### config.mk
export PLATFORM = sky130hd
export DESIGN_NAME = io_port_controller
export DESIGN_NICKNAME = d
export VERILOG_FILES = /design/src/rtl/io_port_controller.sv
export SDC_FILE = /design/constraint.sdc
export NUM_CORES = 1
export LEC_CHECK = 0
export CORE_MARGIN = 4
export CORE_UTILIZATION = 25
export CTS_CLUSTER_DIAMETER = 80
export DETAILED_ROUTE_END_ITERATION = 10
export PLACE_DENSITY_LB_ADDON = 0.3
export SETUP_SLACK_MARGIN = 0.02
export SYNTH_ARGS = -nofsm -noshare
export SYNTH_HDL_FRONTEND = slang
export SYNTH_SLANG_ARGS = --single-unit
### constraint.sdc
create_clock -name clk -period 4.6 [get_ports clk]
set_clock_uncertainty 0.05 [all_clocks]
set_input_delay 1.38 -clock clk [delete_from_list [all_inputs] [get_ports clk]]
set_output_delay 1.38 -clock clk [all_outputs]
set_load 0.02 [all_outputs]
### src/rtl/io_port_controller.sv
// -----------------------------------------------------------------------------
// io_port_controller
// Peripheral-side partner of the processor I/O interface.
//   - RX FIFO buffers words from an external device; the head is presented on
//     input_port and announced with a one-cycle interrupt pulse.
//   - TX holding register captures processor OUT writes and offers them to an
//     external consumer over a valid/ready handshake.
//
// Build option:
//   IOCTRL_IRQ_COALESCE_EN  - when defined, one interrupt pulse per batch: the
//                             FSM leaves WAIT_ACK only when a pop empties the
//                             FIFO. Undefined: one pulse per word.
//
// Ports:
//   clk, rst            clock (rising edge) / asynchronous active-low reset
//   dev_in_data/valid   word from external device
//   dev_in_ready        RX FIFO has space
//   input_port          FIFO head (0 when empty)
//   in_consume          processor retired an IN; pop the head
//   interrupt_signal    one-cycle interrupt request
//   out_port            processor output word
//   outport_enable      processor OUT strobe
//   dev_out_data/valid  TX holding register and its full flag
//   dev_out_ready       external consumer accepts
//   tx_overrun          sticky: an unsent TX word was overwritten
//   fifo_count          RX occupancy
// -----------------------------------------------------------------------------
module io_port_controller #(
  parameter int unsigned DATA_W  = 16,
  parameter int unsigned DEPTH   = 4,
  parameter int unsigned IRQ_GAP = 2
) (
  input  logic                     clk,
  input  logic                     rst,
  input  logic [DATA_W-1:0]        dev_in_data,
  input  logic                     dev_in_valid,
  output logic                     dev_in_ready,
  output logic [DATA_W-1:0]        input_port,
  input  logic                     in_consume,
  output logic                     interrupt_signal,
  input  logic [DATA_W-1:0]        out_port,
  input  logic                     outport_enable,
  output logic [DATA_W-1:0]        dev_out_data,
  output logic                     dev_out_valid,
  input  logic                     dev_out_ready,
  output logic                     tx_overrun,
  output logic [$clog2(DEPTH):0]   fifo_count
);

  localparam int unsigned PTR_W = $clog2(DEPTH);
  localparam int unsigned CNT_W = PTR_W + 1;
  localparam int unsigned GAP_W = (IRQ_GAP > 1) ? $clog2(IRQ_GAP) : 1;

  typedef enum logic [1:0] {
    S_IDLE     = 2'd0,
    S_ASSERT   = 2'd1,
    S_WAIT_ACK = 2'd2,
    S_GAP      = 2'd3
  } irq_state_e;

  // RX FIFO state
  logic [DATA_W-1:0] mem_q [DEPTH];
  logic [PTR_W-1:0]  wr_ptr_q, wr_ptr_d;
  logic [PTR_W-1:0]  rd_ptr_q, rd_ptr_d;
  logic [CNT_W-1:0]  count_q, count_d;
  logic              push, pop;

  // IRQ FSM state
  irq_state_e        state_q, state_d;
  logic [GAP_W-1:0]  gap_q, gap_d;
  logic              irq_q, irq_d;
  logic              ack;

  // TX state
  logic [DATA_W-1:0] tx_data_q, tx_data_d;
  logic              tx_valid_q, tx_valid_d;
  logic              overrun_q, overrun_d;

  // Push/pop qualification: a full FIFO refuses the push, an empty one ignores the pop
  always_comb begin
    push = dev_in_valid && (count_q != CNT_W'(DEPTH));
    pop  = in_consume && (count_q != '0);
  end

  // FIFO pointer and occupancy update; pointers wrap naturally (DEPTH is 2^n)
  always_comb begin
    wr_ptr_d = wr_ptr_q;
    rd_ptr_d = rd_ptr_q;
    count_d  = count_q;
    if (push) wr_ptr_d = wr_ptr_q + PTR_W'(1);
    if (pop)  rd_ptr_d = rd_ptr_q + PTR_W'(1);
    case ({push, pop})
      2'b10:   count_d = count_q + CNT_W'(1);
      2'b01:   count_d = count_q - CNT_W'(1);
      default: count_d = count_q;
    endcase
  end

  // Acknowledge condition that ends WAIT_ACK
`ifdef IOCTRL_IRQ_COALESCE_EN
  always_comb ack = pop && (count_d == '0);
`else
  always_comb ack = pop;
`endif

  // IRQ next-state; a pop outside WAIT_ACK only affects the FIFO
  always_comb begin
    state_d = state_q;
    gap_d   = gap_q;
    case (state_q)
      S_IDLE: begin
        if (count_q != '0) state_d = S_ASSERT;
      end
      S_ASSERT: begin
        state_d = S_WAIT_ACK;
      end
      S_WAIT_ACK: begin
        if (ack) begin
          state_d = S_GAP;
          gap_d   = '0;
        end
      end
      S_GAP: begin
        if (gap_q == GAP_W'(IRQ_GAP - 1)) state_d = S_IDLE;
        else                              gap_d   = gap_q + GAP_W'(1);
      end
      default: state_d = S_IDLE;
    endcase
    // Registered so the pulse lines up exactly with the ASSERT state
    irq_d = (state_d == S_ASSERT);
  end

  // TX holding register: a new OUT wins over a same-cycle transfer
  always_comb begin
    tx_data_d  = tx_data_q;
    tx_valid_d = tx_valid_q;
    overrun_d  = overrun_q;
    if (outport_enable) begin
      tx_data_d  = out_port;
      tx_valid_d = 1'b1;
      if (tx_valid_q && !dev_out_ready) overrun_d = 1'b1;
    end else if (tx_valid_q && dev_out_ready) begin
      tx_valid_d = 1'b0;
    end
  end

  // Control/status registers
  always_ff @(posedge clk or negedge rst) begin
    if (!rst) begin
      wr_ptr_q   <= '0;
      rd_ptr_q   <= '0;
      count_q    <= '0;
      state_q    <= S_IDLE;
      gap_q      <= '0;
      irq_q      <= 1'b0;
      tx_data_q  <= '0;
      tx_valid_q <= 1'b0;
      overrun_q  <= 1'b0;
    end else begin
      wr_ptr_q   <= wr_ptr_d;
      rd_ptr_q   <= rd_ptr_d;
      count_q    <= count_d;
      state_q    <= state_d;
      gap_q      <= gap_d;
      irq_q      <= irq_d;
      tx_data_q  <= tx_data_d;
      tx_valid_q <= tx_valid_d;
      overrun_q  <= overrun_d;
    end
  end

  // FIFO storage is intentionally not reset
  always_ff @(posedge clk) begin
    if (push) mem_q[wr_ptr_q] <= dev_in_data;
  end

  assign dev_in_ready     = (count_q != CNT_W'(DEPTH));
  assign input_port       = (count_q != '0) ? mem_q[rd_ptr_q] : '0;
  assign interrupt_signal = irq_q;
  assign dev_out_data     = tx_data_q;
  assign dev_out_valid    = tx_valid_q;
  assign tx_overrun       = overrun_q;
  assign fifo_count       = count_q;

endmodule

; ---- Word-level counts from Yosys, hierarchy flattened
; Memory sizes are Yosys's and may differ from the RTL's.
; Cells that the tools add are included.
[totals]
register_bits = 29
ram_bits = 64
input_bits = 38
elab_cells = 48
mem_count = 1
[op_classes]
addsub = 5
n_eq_ne = 8
muxes = 13
reduce_logical = 12
[mem_list]
columns = name, words, width, read_ports, rd_clocked_by_memory_dff, wr, line_no
row1 = mem_q, 4, 16, 1, 0, 1, 62  ; logic [DATA_W-1:0] mem_q [DEPTH];
[ops]
columns = op, n
row1 = 16-bit 2-to-1 mux, 1
row2 = 2-bit case mux with 4 select lines, 1
row3 = "2-bit by 1-bit == test with 1-bit output, second input constant", 3
row4 = "2-bit == test, second input constant", 3
row5 = 1-bit 2-to-1 mux, 6
row6 = 2-bit 2-to-1 mux, 3
row7 = 3-bit case mux with 2 select lines, 1
row8 = 2-bit nonzero test, 3
row9 = "2-bit by 1-bit adder with 2-bit output, second input constant", 2
row10 = 1-bit logical AND, 4
row11 = 2-bit AND reduction, 2
row12 = "3-bit by 1-bit adder with 3-bit output, second input constant", 1
row13 = "3-bit inequality test, second input constant", 1
row14 = 3-bit nonzero test, 1
row15 = "3-bit by 1-bit subtractor with 3-bit output, second input constant", 1
row16 = 2-bit zero test, 1
row17 = "2-bit inequality test, second input constant", 1
row18 = 1-bit case mux with 2 select lines, 1
row19 = "1-bit adder, second input constant", 1
row20 = 1-bit zero test, 1

; ---- Longest topological paths before layout
; Gate-level depths: netlist (run 1).
[logic_depth]
word_depth = 5
mapped_depth = 9
mapped_depth_nobuf = 9

; ---- Least setup slack after synthesis (run 1)
; OpenSTA, ideal clock, no wires.
[synth_timing]
path_kind = flip-flop to output port
from = reg count_q[0] (netlist: fifo_count[0])
to = out input_port[10]
t_arrival_ns = 1.358
path_slack_ns = 1.812
stages_incl_launch_ff = 5
path_cell_list = dfrtp_1 nor3_1 clkbuf_1 buf_2 nor2b_1
[synth_via]
elab_chain_len = 2
[synth_rtl]
columns = item, line_no
row1 = "start, declared", 65  ; logic [CNT_W-1:0] count_q, count_d;
row2 = "start signal, assigned", 162  ; count_q <= count_d;
row3 = 3-bit nonzero test, 178  ; assign input_port = (count_q != '0) ? mem_q[rd_ptr_q] : '0;
row4 = 16-bit 2-to-1 mux, 178
row5 = "end, declared", 38  ; output logic [DATA_W-1:0] input_port,
; Every way passes these cells.

; ---- Final worst setup path (run 1)
[layout_timing]
from = reg rd_ptr_q[1]
to = out input_port[12]
[layout_via]
elab_chain_len = 2
[layout_rtl]
columns = item, line_no
row1 = "start, declared", 64  ; logic [PTR_W-1:0] rd_ptr_q, rd_ptr_d;
row2 = "start signal, assigned", 161  ; rd_ptr_q <= rd_ptr_d;
row3 = memory read 4 x 16 bit, --
row4 = 16-bit 2-to-1 mux, 178
; Every way passes these cells.

==> flow_summary.json, run 1 <==
{
  "synthAdderAreaFrac_pct": 2.25,
  "htreeDepth": 3,
  "path_buf_inv": 1,
  "core-area_sq_um": 14100,
  "holdWs_ns": 0.429,
  "nets": 318,
  "rows": 43,
  "cpPeakStageDelay_ns": 0.91,
  "dr.pass1.iters": 4,
  "num_vias": 1911,
  "maxCapViolCount": 0,
  "final-setup-viol-count": 0,
  "ys_seq_elements": 93,
  "cts_buffer_depth": 2,
  "critPathKind": "flip-flop to output port",
  "total_power_mw": 3.10,
  "yosys.area_share.simple_pct": 5.26,
  "synth_top_family_by_area": "multiplexers",
  "cts_tree": "done",
  "fin_setup_tns_ns": 0,
  "clock_latency_ns": 0.34,
  "period_share_pct": 83.4,
  "cts-resized-gates": 0,
  "setup.worst_path.start_class": "flip-flop",
  "clk_pin_slew_ns": 0.07,
  "cp_max_fo": 17,
  "slew_viol_final": 0,
  "detail_route.wl_per_cell_microns": 15.6,
  "rrSetupSlack_ns": 2.33,
  "drive_gt1_share_pct": 21.9,
  "ys.warnings.count": 0,
  "grt_pass1_vias": 2031,
  "final.min_clock_period_ns": 3.83,
  "fmax_mhz": 261,
  "cts_made_buffers": 9,
  "drt_iter0_markers": 82,
  "routabilityCongestion": 0.667,
  "grtUsageMet2_pct": 14.3,
  "grt_util_all_layers_pct": 9.19,
  "die_y_microns": 129,
  "netlist_area_sq_um": 3660,
  "num_io_pins": 77,
  "yosysSeqAreaShare_pct": 72.3,
  "use_met3_pct": 3.13,
  "p_per_area_nw_per_um2": 626,
  "cp.depth": 3,
  "rr_endpoint": "fifo_count[2]",
  "intPower_mw": 2.15,
  "p_leak_nw": 1.78,
  "rr_startpoint": "fifo_count[0]",
  "reg2reg_depth": 9,
  "antenna_found_initial": 0,
  "synth_edf_count": 64,
  "wl_microns": 7160,
  "io_buffers": 76,
  "synth_ff_type": "edfxtp_1",
  "syn_inst": 191,
  "clockRootBuffer": "clkbuf_16",
  "required_ns": 3.17,
  "use_met1_pct": 11.1,
  "dpl_worst_slack_ns": 1.05,
  "relSlewSlack_pct": 42.1,
  "hold_buffers": 0,
  "setup_ws_ns": 0.766,
  "crit_path_end": "input_port[12]",
  "finalHoldViolCount": 0,
  "grt-ovfl-total": 0,
  "holdCritPathClass": "flip-flop to flip-flop",
  "detail-route-antenna-nets": 0,
  "syn_avg_cell_area_sq_um": 19.2,
  "clkSinkCount": 93,
  "die_w_microns": 129,
  "cp.arrival_ns": 2.40,
  "switching_share_pct": 30.9,
  "synthMuxAreaShare_pct": 15.4,
  "tightest_slew_ns": 0.869,
  "grt_max_degree": 30,
  "p_comb_share_pct": 35.8,
  "vdd_drop_max_mv": 0.211,
  "post-cts-setup-buffers": 0,
  "path_cells": "mux4_2 -> nor2b_1 -> clkdlybuf4s50_1",
  "drc_errors": 0,
  "syn_nets": 235,
  "vias_per_cell": 4.16,
  "async_flop_share_pct": 31.2,
  "synth_compound_gate_area_share_pct": 1.20,
  "netSwitchingPower_mw": 0.958,
  "min_from": "tx_overrun",
  "busiest_layer": "met2",
  "seqPwrFrac_pct": 38.6,
  "rsz0062_at_grt": "no",
  "clkPwrFrac_pct": 25.6,
  "startpoint": "rd_ptr_q[1]",
  "cp_slowest_cell": "dfrtp_1",
  "endpoint_kind": "output port",
  "yosysUniqueCellTypes": 28,
  "synth_xor_area_share_pct": 1.43,
  "area_growth_syn_to_layout_pct": 35.3,
  "dieArea_sq_um": 16700,
  "num_antenna_cells": 0,
  "grt_first_pass_wirelength_microns": 11300,
  "detailed_place_hpwl_microns": 4740,
  "status": "finished, final reports clean",
  "start_util_pct": 26.0,
  "cp_top_family": "flip-flops"
}
==> final cells by class <==
cell class                      instances  area, sq um
Clock inverter                          7         97.6
Fill cell                            1352         9140
Timing Repair Buffer                   80          791
Tap cell                              180          225
Clock buffer                            9          225
Sequential cell                        93         2650
Multi-Input combinational cell         83          942
Inverter                                7         26.3
==> registers in the layout (all words and copies together), names as in the netlist <==
name / flops
dev_out_data: 16
dev_out_valid: 1
fifo_count: 3
gap_q: 1
interrupt_signal: 1
mem_q: 64
rd_ptr_q: 2
state_q: 2
tx_overrun: 1
wr_ptr_q: 2
==> layer usage <==
layer  part of all wire (%)  routed length [microns]  vias to the layer above
met5                      0                        0                        -
met3                    5.9                      422                       13
li1                       -                        -                      887
met1                     42                     3030                      966
met4                    2.6                      184                        0
met2                     49                     3520                       45
==> power groups by stage <==
stage	Combinational, mW	Sequential, mW	Clock [mW]
final	1.11	1.20	0.794
after floorplan	0.678	1.20	0
after CTS	1.15	1.20	0.826
after global placement	1.14	1.21	0
after global routing	1.21	1.22	0.856
after detailed placement	1.15	1.22	0
==> cell usage after synthesis, drive strengths merged, types with 2 or more instances <==
cell type,number,share of area (%)
nor3,2,0.27
xnor2,2,0.48
nor2,2,0.21
mux4,16,9.8
inv,7,0.72
nand2,2,0.21
edfxtp,64,52
and3,4,0.82
ha,5,1.7
nor2b,18,3.1
buf,7,1.3
mux2,17,5.3
xor2,4,0.96
dfrtp,29,20
==> worst min path at each step <==
stage,slack [ns],depth (start not counted),end
2_1_floorplan,0.41,1,state_q[0]
3_3_place_gp,0.40,1,tx_overrun
3_5_place_dp,0.42,1,tx_overrun
4_1_cts,0.44,1,tx_overrun
5_1_grt,0.45,1,tx_overrun
6_report,0.43,1,tx_overrun
==> placed cells by master (no fill, tap or decap), drive strengths merged, types with 5 or more instances in the layout <==
cell / synthesis / layout
clkdlybuf4s50: 0 / 76
edfxtp: 64 / 64
dfrtp: 29 / 29
nor2b: 18 / 18
mux2: 17 / 17
mux4: 16 / 16
clkbuf: 1 / 9
inv: 7 / 9
ha: 5 / 5
==> kinds of logic (layout without fill, tap and decap cells) <==
group,after synthesis,in the layout
XOR/XNOR,6,6
AO/OA/AOI/OAI,6,6
multiplexers,34,34
adder cells (fa/ha/maj),6,6
AND/OR/NAND/NOR,31,31
flip-flops,93,93
buffers and inverters,15,103
==> through the flow <==
stage | cells | utilization, % | area, sq um
floorplan | 191 | - | 3660
global placement | 443 | 32.9 | 4630
detailed placement | 443 | 32.9 | 4630
CTS | 459 | 35.2 | 4950
global route | 459 | 35.2 | 4950
finish | 459 | 35.2 | 4950
Power figures use the tool's default switching activity.
==> run 2: changes to the inputs <==
==> constraint.sdc (replaced) <==
create_clock -name clk -period 3.73 [get_ports clk]
set_clock_uncertainty 0.05 [all_clocks]
set_input_delay 1.119 -clock clk [delete_from_list [all_inputs] [get_ports clk]]
set_output_delay 1.119 -clock clk [all_outputs]
set_load 0.02 [all_outputs]
==> flow_summary.json, run 2 (synthesis results as in run 1) <==
{
  "required_ns": 2.56,
  "post-cts-setup-buffers": 0,
  "clkSinkCount": 93,
  "clkPwrFrac_pct": 24.0,
  "rows": 43,
  "layout_common_cells": "clkdlybuf4s50_1 (76), edfxtp_1 (64), dfrtp_1 (29), nor2b_1 (18)",
  "drc_errors": 0,
  "tightest_slew_ns": 0.846,
  "clock_latency_ns": 0.34,
  "fmax_mhz": 303,
  "cp_slowest_cell": "mux4_2",
  "antenna_found_initial": 0,
  "vdd_drop_max_mv": 0.237,
  "regMostFlops": "mem_q",
  "intPower_mw": 2.62,
  "rsz0062_at_grt": "no",
  "p_comb_share_pct": 37.9,
  "io_buffers": 76,
  "period_share_pct": 88.5,
  "setup.worst_path.start_class": "flip-flop",
  "fin_util_pct": 35.1,
  "seqPwrFrac_pct": 38.1,
  "endpoint_kind": "output port",
  "cts-resized-gates": 0,
  "grt_util_all_layers_pct": 9.13,
  "final-setup-viol-count": 0,
  "core-area_sq_um": 14100,
  "maxCapViolCount": 0,
  "largest_reg_flops": 64,
  "num_vias": 1910,
  "grt-ovfl-total": 0,
  "hold_buffers": 0,
  "p_leak_nw": 1.79,
  "finalHoldViolCount": 0,
  "path_cells": "buf_4 -> mux4_2 -> nor2b_1 -> clkdlybuf4s50_1",
  "final.min_clock_period_ns": 3.30,
  "dr.pass1.iters": 4,
  "cpPeakStageDelay_ns": 0.54,
  "htreeDepth": 3,
  "num_antenna_cells": 0,
  "detailed_place_hpwl_microns": 4880,
  "drt_iter0_markers": 95,
  "grt_first_pass_wirelength_microns": 11100,
  "wl_microns": 7260,
  "grt_max_degree": 30,
  "holdCritPathClass": "flip-flop to flip-flop",
  "cp_max_fo": 9,
  "total_power_mw": 3.78,
  "cts_tree": "done",
  "route.met2.wl_microns": 3610,
  "dieArea_sq_um": 16700,
  "nets": 320,
  "layout.cells.non_filler": 461,
  "wl_met1_microns": 3090,
  "p_per_area_nw_per_um2": 763,
  "num_io_pins": 77,
  "detail_route.wl_per_cell_microns": 15.8,
  "die_w_microns": 129,
  "cp_top_family": "buffers and inverters",
  "cts_made_buffers": 9,
  "clk_pin_slew_ns": 0.06,
  "switching_share_pct": 30.5,
  "slew_viol_final": 0,
  "startpoint": "rd_ptr_q[0]",
  "detail-route-antenna-nets": 0,
  "netSwitchingPower_mw": 1.15,
  "min_from": "tx_overrun",
  "start_util_pct": 26.0,
  "maxUsedRoutingLayer": "met4",
  "drive_gt1_share_pct": 21.7,
  "vias_per_cell": 4.14,
  "cp.arrival_ns": 2.13,
  "clockRootBuffer": "clkbuf_16",
  "routabilityCongestion": 0.657,
  "fin_setup_tns_ns": 0,
  "path_buf_inv": 2,
  "grt_pass1_vias": 2004,
  "area_growth_syn_to_layout_pct": 35.3,
  "layout_commonest_cell": "clkdlybuf4s50_1",
  "die_y_microns": 129,
  "wl_met3_microns": 367,
  "status": "finished, final reports clean",
  "place_inst": 445,
  "relSlewSlack_pct": 43.4,
  "critPathKind": "flip-flop to output port",
  "cts_buffer_depth": 2,
  "rr_startpoint": "fifo_count[0]"
}
run 2: cell count changes in the layout (fill, tap and decap cells not counted), sizes merged:
cell	delta
bufinv	-2
buf	+2
inv	-2
clkbuf	+7
clkinv	-1
clkinvlp	-2
run 2: metrics by stage:
stage,area [sq um],hold WS (ns),setup slack [ns]
2_1_floorplan,3660,0.412,1.20
3_3_place_gp,4650,0.404,0.676
3_5_place_dp,4650,0.420,0.603
4_1_cts,4950,0.435,0.368
5_1_grt,4950,0.455,0.308
6_report,4950,0.429,0.429
run 2: worst register-to-register path, cell delays in order, from the launching register on:
cell	delay, ns
dfrtp_1	0.44
or3b_4	0.46
and2_4	0.19
inv_1	0.07
ha_1	0.17
inv_1	0.06
fa_1	0.37
xor2_1	0.15
nor2_1	0.11
xor2_1	0.15
run 2: power groups by stage:
stage | clock network [mW] | registers (mW) | logic, mW
6_report | 0.908 | 1.44 | 1.43
5_1_grt | 0.990 | 1.47 | 1.55
4_1_cts | 0.950 | 1.44 | 1.48
3_5_place_dp | 0 | 1.46 | 1.47
3_3_place_gp | 0 | 1.45 | 1.46
2_1_floorplan | 0 | 1.48 | 0.837
run 2: path summary, 6_finish.rpt:
check                                 to  slack [ns]  depth (start not counted)
setup / recovery           input_port[0]        0.43                          4
max in group asynchronous    wr_ptr_q[0]        2.24                          2
setup reg to reg           fifo_count[2]        1.44                          9
hold reg to reg               tx_overrun        0.43                          1
min in group asynchronous     tx_overrun        1.11                          2
hold / removal                tx_overrun        0.43                          1
run 2: area by class of cell:
| class | instances | area (sq um) |
|---|---|---|
| Tap cell | 180 | 225 |
| Clock buffer | 16 | 307 |
| Timing Repair Buffer | 82 | 806 |
| Fill cell | 1354 | 9140 |
| Multi-Input combinational cell | 83 | 942 |
| Sequential cell | 93 | 2650 |
| Inverter | 7 | 26.3 |
run 2: metal layers:
metal / up-vias / global-route usage (%)
li1: 892 / -
met1: 965 / 11.5
met2: 42 / 13.8
met3: 11 / 2.84
met4: 0 / 5.56
met5: - / 0
